### src/rtl/alu_pkg.sv
// Shared definitions for the ALU command sequencer: opcodes, FSM states,
// the queued command layout and the default queue depth.
package alu_pkg;

    localparam int DEFAULT_FIFO_DEPTH = 4;

    typedef enum logic [2:0] {
        OP_ADD  = 3'd0,
        OP_SUB  = 3'd1,
        OP_AND  = 3'd2,
        OP_OR   = 3'd3,
        OP_XOR  = 3'd4,
        OP_NOT  = 3'd5,
        OP_RSV6 = 3'd6,
        OP_RSV7 = 3'd7
    } alu_op_e;

    typedef enum logic [1:0] {
        ST_IDLE = 2'd0,
        ST_EXEC = 2'd1,
        ST_CAPT = 2'd2,
        ST_RESP = 2'd3
    } seq_state_e;

    // 20-bit queue entry: operands, opcode and the chain flag.
    typedef struct packed {
        logic [7:0] a;
        logic [7:0] b;
        logic [2:0] op;
        logic       chain;
    } cmd_t;

endpackage

### src/rtl/alu_cmd_fifo.sv
// Synchronous command FIFO with wrapping pointers and a separate occupancy
// counter; writes when full and reads when empty are ignored.
module alu_cmd_fifo
    import alu_pkg::*;
#(
    parameter  int DEPTH = DEFAULT_FIFO_DEPTH,
    localparam int PTR_W = $clog2(DEPTH),
    localparam int CNT_W = PTR_W + 1
) (
    input  logic             clk,
    input  logic             rst_n,
    input  logic             i_wr_en,
    input  cmd_t             i_wr_data,
    input  logic             i_rd_en,
    output cmd_t             o_rd_data,
    output logic             o_full,
    output logic             o_empty,
    output logic [CNT_W-1:0] o_count
);

    cmd_t             r_mem [DEPTH];
    logic [PTR_W-1:0] r_wr_ptr;
    logic [PTR_W-1:0] r_rd_ptr;
    logic [CNT_W-1:0] r_count;
    logic             w_push;
    logic             w_pop;

    assign o_full    = (r_count == CNT_W'(DEPTH));
    assign o_empty   = (r_count == '0);
    assign o_count   = r_count;
    assign o_rd_data = r_mem[r_rd_ptr];
    assign w_push    = i_wr_en && !o_full;
    assign w_pop     = i_rd_en && !o_empty;

    // NOTE: payload storage has no reset; occupancy alone decides which entries are valid.
    always_ff @(posedge clk) begin
        if (w_push) r_mem[r_wr_ptr] <= i_wr_data;
    end

    // NOTE: non-blocking updates so every register samples pre-edge values.
    always_ff @(posedge clk or negedge rst_n) begin
        if (!rst_n) begin
            r_wr_ptr <= '0;
            r_rd_ptr <= '0;
            r_count  <= '0;
        end else begin
            if (w_push) r_wr_ptr <= r_wr_ptr + 1'b1;
            if (w_pop)  r_rd_ptr <= r_rd_ptr + 1'b1;
            unique case ({w_push, w_pop})
                2'b10:   r_count <= r_count + 1'b1;
                2'b01:   r_count <= r_count - 1'b1;
                default: r_count <= r_count;
            endcase
        end
    end

endmodule

### src/rtl/alu_cmd_sequencer.sv
// Queues ALU commands, drives a registered 1-cycle-latency ALU, and returns
// each result through a valid/ready response port with an accumulator for chaining.
module alu_cmd_sequencer
    import alu_pkg::*;
#(
    parameter int FIFO_DEPTH = DEFAULT_FIFO_DEPTH
) (
    input  logic        clk,
    input  logic        rst_n,
    input  logic        cmd_valid,
    output logic        cmd_ready,
    input  logic [7:0]  cmd_a,
    input  logic [7:0]  cmd_b,
    input  logic [2:0]  cmd_op,
    input  logic        cmd_chain,
    output logic [7:0]  alu_a,
    output logic [7:0]  alu_b,
    output logic [2:0]  alu_opcode,
    input  logic [7:0]  alu_result,
    input  logic        alu_carry,
    input  logic        alu_zero,
    output logic        rsp_valid,
    input  logic        rsp_ready,
    output logic [7:0]  rsp_result,
    output logic        rsp_carry,
    output logic        rsp_zero,
    output logic        busy,
    output logic [15:0] rsp_count
);

    localparam int CNT_W = $clog2(FIFO_DEPTH) + 1;

    seq_state_e       r_state;
    seq_state_e       w_next;
    logic             w_pop;
    logic             w_capture;
    logic             w_rsp_fire;
    logic             w_full;
    logic             w_empty;
    logic [CNT_W-1:0] w_fifo_count;
    cmd_t             w_head;
    cmd_t             w_cmd_in;

    logic [7:0]  r_alu_a;
    logic [7:0]  r_alu_b;
    logic [2:0]  r_alu_opcode;
    logic [7:0]  r_acc;
    logic        r_rsp_valid;
    logic [7:0]  r_rsp_result;
    logic        r_rsp_carry;
    logic        r_rsp_zero;
    logic [15:0] r_rsp_count;

    assign w_cmd_in = '{a: cmd_a, b: cmd_b, op: cmd_op, chain: cmd_chain};

    alu_cmd_fifo #(.DEPTH(FIFO_DEPTH)) u_fifo (
        .clk       (clk),
        .rst_n     (rst_n),
        .i_wr_en   (cmd_valid),
        .i_wr_data (w_cmd_in),
        .i_rd_en   (w_pop),
        .o_rd_data (w_head),
        .o_full    (w_full),
        .o_empty   (w_empty),
        .o_count   (w_fifo_count)
    );

    assign w_rsp_fire = (r_state == ST_RESP) && rsp_ready;

    always_ff @(posedge clk or negedge rst_n) begin
        if (!rst_n) r_state <= ST_IDLE;
        else        r_state <= w_next;
    end

    // NOTE: defaults first so every path assigns every output and no latch is inferred.
    always_comb begin
        w_next    = r_state;
        w_pop     = 1'b0;
        w_capture = 1'b0;
        unique case (r_state)
            ST_IDLE: if (!w_empty) begin
                w_pop  = 1'b1;
                w_next = ST_EXEC;
            end
            ST_EXEC: w_next = ST_CAPT;
            ST_CAPT: begin
                w_capture = 1'b1;
                w_next    = ST_RESP;
            end
            ST_RESP: if (rsp_ready) begin
                w_pop  = !w_empty;
                w_next = w_empty ? ST_IDLE : ST_EXEC;
            end
            default: w_next = ST_IDLE;
        endcase
    end

    // The accumulator is written in CAPT, always before the next pop can occur.
    always_ff @(posedge clk or negedge rst_n) begin
        if (!rst_n) begin
            r_alu_a      <= 8'h00;
            r_alu_b      <= 8'h00;
            r_alu_opcode <= OP_ADD;
            r_acc        <= 8'h00;
            r_rsp_valid  <= 1'b0;
            r_rsp_result <= 8'h00;
            r_rsp_carry  <= 1'b0;
            r_rsp_zero   <= 1'b1;
            r_rsp_count  <= 16'h0000;
        end else begin
            if (w_pop) begin
                r_alu_a      <= w_head.chain ? r_acc : w_head.a;
                r_alu_b      <= w_head.b;
                r_alu_opcode <= w_head.op;
            end
            if (w_capture) begin
                r_rsp_result <= alu_result;
                r_rsp_carry  <= alu_carry;
                r_rsp_zero   <= alu_zero;
                r_acc        <= alu_result;
                r_rsp_valid  <= 1'b1;
            end else if (w_rsp_fire) begin
                r_rsp_valid  <= 1'b0;
            end
            if (w_rsp_fire && (r_rsp_count != 16'hFFFF)) r_rsp_count <= r_rsp_count + 16'd1;
        end
    end

    assign cmd_ready  = !w_full;
    assign alu_a      = r_alu_a;
    assign alu_b      = r_alu_b;
    assign alu_opcode = r_alu_opcode;
    assign rsp_valid  = r_rsp_valid;
    assign rsp_result = r_rsp_result;
    assign rsp_carry  = r_rsp_carry;
    assign rsp_zero   = r_rsp_zero;
    assign rsp_count  = r_rsp_count;
    assign busy       = (w_fifo_count != '0) || (r_state != ST_IDLE);

endmodule

### config.mk
export PLATFORM = sky130hd
export DESIGN_NAME = alu_cmd_sequencer
export DESIGN_NICKNAME = d
export VERILOG_FILES = /design/src/rtl/alu_pkg.sv /design/src/rtl/alu_cmd_fifo.sv /design/src/rtl/alu_cmd_sequencer.sv
export SDC_FILE = /design/constraint.sdc
export NUM_CORES = 1
export LEC_CHECK = 0
export BUFFER_PORTS_ARGS = -buffer_cell sky130_fd_sc_hd__buf_2
export CAP_MARGIN = 0
export CORE_ASPECT_RATIO = 0.9
export CORE_MARGIN = 2
export CORE_UTILIZATION = 45
export DETAILED_ROUTE_END_ITERATION = 6
export PLACE_DENSITY = 0.65
export SYNTH_ARGS = -nofsm -noshare
export SYNTH_HDL_FRONTEND = slang
export SYNTH_SLANG_ARGS = --single-unit
### constraint.sdc
create_clock -name clk -period 4.9 [get_ports clk]
set_input_delay 0.49 -clock clk [delete_from_list [all_inputs] [get_ports clk]]
set_output_delay 0.49 -clock clk [all_outputs]
set_load 0.03 [all_outputs]
==> reports/qor.yml, run 1 <==
outcome:
  status: "completed"
critical_path:
  worst-path-max-fanout: 30
  worstPathCellList: "inv_1 > ha_1 > nor3_2 > buf_4 > ha_1 > inv_1 > fa_1 > xor2_1 > nor2_1 > xor2_1"
  crit_type: "flip-flop to flip-flop"
  path_delay_family: "adder cells"
  arrival_ps: 2870
  max_stage_delay_ps: 380
  cp_slowest_cell: "dfrtp_1"
  critPathCaptureType: "flip-flop"
  worstPathRequired_ps: 5230
  startpoint_type: "flip-flop"
  worst-path-buf-inv: 3
yosys:
  seq_area_frac_synth_pct: 67.99
  syn_area_mm2: 0.005559
  yosysWarnings: 0
  syn_area_per_cell_um2: 17.65
  yosysUniqueCellTypes: 42
  async_flop_share_pct: 40.74
  synthMuxAreaShare_pct: 15.94
  yosys.area_share.simple_pct: 7.022
  yosysTopAreaCellShare_pct: 43.21
  synth_top_family_by_area: "multiplexers"
  syn_inst: 315
  synth_area_leaders: "edfxtp_1, dfrtp_1, mux4_1"
  synth-edff-count: 80
  syn_nets: 360
  yosys_most_used_dff: "edfxtp_1"
  synth_fa_ha_area_share_pct: 2.611
  synth_top_cell_by_area: "edfxtp_1"
  ys_ff_latch: 135
  synth-xor-area-share_pct: 2.836
  synth_compound_area_share_pct: 1.801
sta:
  worst_hold_slack_ps: 213.3
  period_minus_slack_ps: 2534
  slew_viol_final: 0
  slew_headroom_pct: 35.40
  rsz0062_at_grt: "no"
  max_clock_freq_mhz: 394.7
  final.setup_skew_ps: 7.311
  finalSetupViolCount: 0
  hold_viol: 0
  tightest_slew_ps: 968.9
  period_share_pct: 51.71
  finalSetupTns_ps: 0
clock_tree:
  cts.sinks: 135
  cts_buffer_depth: 2
  post_cts_buffers: 0
  numCtsBuffers: 17
  cts_resized: 0
  cts_tree: "built"
  htree_levels: 4
  hold_buffers: 0
  path_clk_slew_ps: 60
  clock-root-buffer: "clkbuf_16"
  clk_latency_ps: 410
global_route:
  grt_max_degree: 56
  antenna_found_initial: 0
  overflow: 0
  first_global_vias: 3207
  grt_pass1_wl_mm: 16.78
  grt_usage_pct: 17.41
route:
  post_drt_wl_per_cell_um: 18.08
  dr_total_vias: 3060
  first_iter_violations: 173
  detail-route-antenna-nets: 0
  firstDrtPassIters: 4
  totalWireLength_mm: 10.58
  route.detailed.drc: 0
  routed_via_density: 5.231
final_layout:
  post_route_cells_drive_above_1_share_pct: 36.00
  final_common_cell: "buf_2"
  final_nets: 457
  utilization_pct: 55.64
  postLayoutCellArea_mm2: 0.006719
  num_antenna_cells: 0
  final_cell_mix: "buf_2, edfxtp_1, dfrtp_1, mux2_2, mux4_1"
  syn2layout_area_growth_pct: 20.86
power_and_ir_drop:
  cellPowerDensity_mw_per_mm2: 659.6
  total_power_mw: 4.432
  irDropWorstVdd_v: 0.0003919
  leakagePower_nw: 2.757
floorplanning:
  row_count: 38
  die_width_um: 121.2
  start_util_pct: 46.03
  die-area_mm2: 0.01326
  io_pins: 82
  core_area_mm2: 0.01208
  fp.dieH_um: 109.4
placed_design:
  hpwl_mm: 6.630
  port_buffers: 81
  placed_cell_area_mm2: 0.006152
  routabilityCongestion: 0.7507
worst_hold_path:
  hold_class: "input port to async pin"
job:
  maxCapViolations: 0
==> sequential cells by signal (all words and copies together) (netlist names), 2 cells and up <==
register	cells
alu_a	8
alu_b	8
alu_opcode	3
r_state	2
rsp_count	16
rsp_result	8
u_fifo.o_count	3
u_fifo.r_mem	80
u_fifo.r_rd_ptr	2
u_fifo.r_wr_ptr	2
==> through the flow <==
| step | cells | worst slack, ps |
|---|---|---|
| 6_report | 585 | 2366 |
| 3_3_place_gp | 553 | 2484 |
| 5_1_grt | 585 | 2174 |
| 3_5_place_dp | 553 | 2383 |
| 4_1_cts | 585 | 2369 |
| 2_1_floorplan | 315 | 2536 |
==> cells in the mapped netlist (all sizes together), types with 2 or more instances <==
| cell | instances |
|---|---|
| edfxtp | 80 |
| dfrtp | 54 |
| mux2 | 24 |
| mux4 | 20 |
| nor2 | 14 |
| xor2 | 12 |
| a21oi | 10 |
| ha | 10 |
| mux2i | 9 |
| nand2 | 9 |
| inv | 8 |
| nand3 | 8 |
| nor3 | 7 |
| buf | 6 |
| xnor2 | 6 |
| and2 | 4 |
| and3 | 4 |
| and4 | 4 |
| clkbuf | 4 |
| nand4 | 3 |
| nor4 | 3 |
| o21ai | 2 |
==> kinds of logic after synthesis <==
group	Yosys count
mux	53
fa+ha+maj	11
compound gates	17
flops	135
xor+xnor	18
buf+inv	18
simple gates	63
==> report_power, final <==
group / switching (mW) / internal [mW]
Combinational: 0.850 / 0.608
Sequential: 0.219 / 1.55
Clock: 0.494 / 0.705
==> routing by layer <==
layer | share of wire [%] | up-vias | global-route usage [%]
met5 | 0 | - | 0
met4 | 1.8 | 0 | 7.061
met3 | 5.8 | 18 | 5.654
met2 | 51 | 87 | 29.94
met1 | 42 | 1539 | 20.38
li1 | - | 1416 | -
==> final timing paths <==
path | start | end | cells after the start | slack, ps
max | r_state[0]$_DFFE_PN0P_ | u_fifo.o_count[2]$_DFFE_PN0P_ | 10 | 2370
min | rst_n | rsp_count[14]$_DFFE_PN0P_ | 2 | 210
max reg2reg | r_state[0]$_DFFE_PN0P_ | u_fifo.o_count[2]$_DFFE_PN0P_ | 10 | 2370
min reg2reg | rsp_valid$_DFFE_PN0P_ | rsp_valid$_DFFE_PN0P_ | 1 | 480
max in group asynchronous | rst_n | alu_b[2]$_DFFE_PN0N_ | 2 | 4190
min in group clk | cmd_op[2] | u_fifo.r_mem[2][3]$_DFFE_PP_ | 1 | 290
==> cell type report <==
type | instances | area [um2]
Sequential cell | 135 | 3780
Tap cell | 160 | 200.2
Fill cell | 994 | 5358
Inverter | 8 | 30.03
Timing Repair Buffer | 88 | 457.9
Clock buffer | 17 | 425.4
Multi-Input combinational cell | 162 | 1684
Clock inverter | 15 | 141.4
Power figures use the tool's default switching activity.
==> run 2: changes to the inputs <==
clock period = 2.59 ns   (was 4.9 ns; I/O delays follow)
==> reports/qor.yml, run 2 (synthesis results as in run 1) <==
sta:
  period_share_pct: 83.93  # +32 points
  rsz0062_at_grt: "no"
  setup_ws_ps: 416.2  # -1950 ps
  slew_viol_final: 0  # unchanged
  slew_headroom_pct: 48.50  # +13 points
  max_clock_freq_mhz: 460.0  # +17%
  hold_viol: 0  # unchanged
  final.setup_skew_ps: 7.145  # -0.1662 ps
  finalSetupTns_ps: 0  # unchanged
  finalSetupViolCount: 0  # unchanged
  tightest_slew_ps: 772.6  # -196.4 ps
  period_minus_slack_ps: 2174  # -359.8 ps
route:
  totalWireLength_mm: 10.79  # +2.0%
  first_iter_violations: 165  # -4.6%
  routed_via_density: 5.276  # +0.86%
  firstDrtPassIters: 4  # unchanged
  post_drt_wl_per_cell_um: 18.26  # +0.99%
  detail-route-antenna-nets: 0  # unchanged
  route.detailed.drc: 0  # unchanged
  dr_total_vias: 3118  # +1.9%
floorplanning:
  row_count: 38  # unchanged
  die-area_mm2: 0.01326  # unchanged
  core_area_mm2: 0.01208  # unchanged
  io_pins: 82  # unchanged
  start_util_pct: 46.03  # unchanged
  fp.dieH_um: 109.4  # unchanged
  die_width_um: 121.2  # unchanged
power_and_ir_drop:
  pwr-share-comb_pct: 34.1  # +1.2 points
  p_seq_share_pct: 38.1  # -1.9 points
  netSwitchingFraction_pct: 34.39  # -0.89 points
  intPower_mw: 5.625  # +96%
  clock_power_share_pct: 27.8  # +0.7 points
  cellPowerDensity_mw_per_mm2: 1258  # +91%
  leakagePower_nw: 2.801  # +1.6%
  irDropWorstVdd_v: 0.0007609  # +94%
  p_switching_mw: 2.948  # +89%
final_layout:
  finalNonFillerCells: 591  # +1.0%
  postLayoutCellArea_mm2: 0.006815  # +1.4%
  post_route_cells_drive_above_1_share_pct: 36.51  # +0.51 points
  fill_cells: 964  # -3.0%
  utilization_pct: 56.43  # +0.80 points
  final_common_cell: "buf_2"
  largest_register_ffs: 80  # unchanged
  final_nets: 462  # +1.1%
  final_cell_mix: "buf_2, edfxtp_1, dfrtp_1, mux2_2, mux4_1"
  syn2layout_area_growth_pct: 22.60
  largest-register: "u_fifo.r_mem"
placed_design:
  hpwl_mm: 7.126  # +7.5%
  pre_cts_ws_ps: 407.8  # -1975 ps
  routabilityCongestion: 0.8022  # +6.9%
  dp_cells: 557  # +0.72%
  placed_cell_area_mm2: 0.006207  # +0.89%
  port_buffers: 81  # unchanged
critical_path:
  crit_start: "r_state[0]$_DFFE_PN0P_"
  reg2reg_from: "r_state[0]$_DFFE_PN0P_"
  worstPathRequired_ps: 2930  # -2300 ps
  crit_type: "flip-flop to flip-flop"
  critPathCaptureType: "flip-flop"
  arrival_ps: 2510  # -360 ps
  worst-path-max-fanout: 5  # -83%
  startpoint_type: "flip-flop"
global_route:
  overflow: 0  # unchanged
  grt_max_degree: 30  # -46%
  antenna_found_initial: 1  # +1
  grt_usage_pct: 17.76  # +0.35 points
  grt_pass1_wl_mm: 17.11  # +2.0%
  first_global_vias: 3153  # -1.7%
clock_tree:
  htree_levels: 4  # unchanged
  cts_tree: "built"
  cts_buffer_depth: 2  # unchanged
  clk_latency_ps: 410  # about the same
  cts.sinks: 135  # unchanged
  path_clk_slew_ps: 60  # about the same
  post_cts_buffers: 0  # unchanged
  numCtsBuffers: 17  # unchanged
  clock-root-buffer: "clkbuf_16"
outcome:
  status: "completed"
worst_hold_path:
  min_from: "cmd_chain"
  hold_class: "input port to flip-flop"
job:
  maxCapViolations: 0  # unchanged
==> run 2: changes by cell type in the layout (fill, tap and decap cells not counted), sizes merged <==
cell and delta:
clkbuf +3, dlygate4sd3 +1, diode +1, bufinv +1, buf +4, clkinv -4
==> run 2: final timing paths <==
check	end	slack [ps]	cells past startpoint
setup / recovery	u_fifo.o_count[2]$_DFFE_PN0P_	420	9
min in group asynchronous	rsp_count[14]$_DFFE_PN0P_	280	2
setup reg to reg	u_fifo.o_count[2]$_DFFE_PN0P_	420	9
hold reg to reg	rsp_valid$_DFFE_PN0P_	480	1
hold / removal	u_fifo.r_mem[0][0]$_DFFE_PP_	60	1
max in group asynchronous	alu_a[3]$_DFFE_PN0N_	1660	3
==> run 2: critical path, cell delays in order (launching register included) <==
cell and delay (ps):
dfrtp_1 390, inv_1 130, ha_1 270, nor3_2 220, ha_1 220, inv_1 60, fa_1 380, xor2_1 150
nor2_1 130, xor2_1 150
==> run 2: per-stage QoR <==
step	total power, mW	hold slack (ps)
2_1_floorplan	5.375	-36.59
3_3_place_gp	6.157	191.7
3_5_place_dp	6.264	190.5
4_1_cts	8.672	33.44
5_1_grt	9.023	41.96
6_report	8.573	57.16
==> run 2: what timing repair did <==
item                      CTS  global route
gates resized for setup     0             0
hold endpoints to repair   13             0
hold buffers                1             0
==> run 2: final cells by class <==
type	count	area, um2	share of cell area (%)
Clock inverter	12	138.9	2.038
Multi-Input combinational cell	162	1684	24.71
Inverter	8	30.03	0.4406
Clock buffer	20	456.7	6.701
Timing Repair Buffer	93	523.0	7.674
Tap cell	160	200.2	2.937
Antenna cell	1	2.502	0.03672
Sequential cell	135	3780	55.46
==> run 2: power groups by stage <==
stage | clock, mW | sequential [mW] | combinational (mW)
global placement | 0 | 3.27 | 2.89
floorplan | 0 | 3.78 | 1.59
detailed placement | 0 | 3.31 | 2.95
global route | 2.53 | 3.35 | 3.15
finish | 2.38 | 3.27 | 2.92
CTS | 2.43 | 3.28 | 2.96
==> run 2: routing by layer <==
layer  global-route usage (%)  share of wire, %  up-vias
met2                    29.82                50       87
li1                         -                 -     1430
met5                        0                 0        -
met1                    21.68                43     1591
met4                    6.158              0.92        0
met3                    6.068               5.7       10
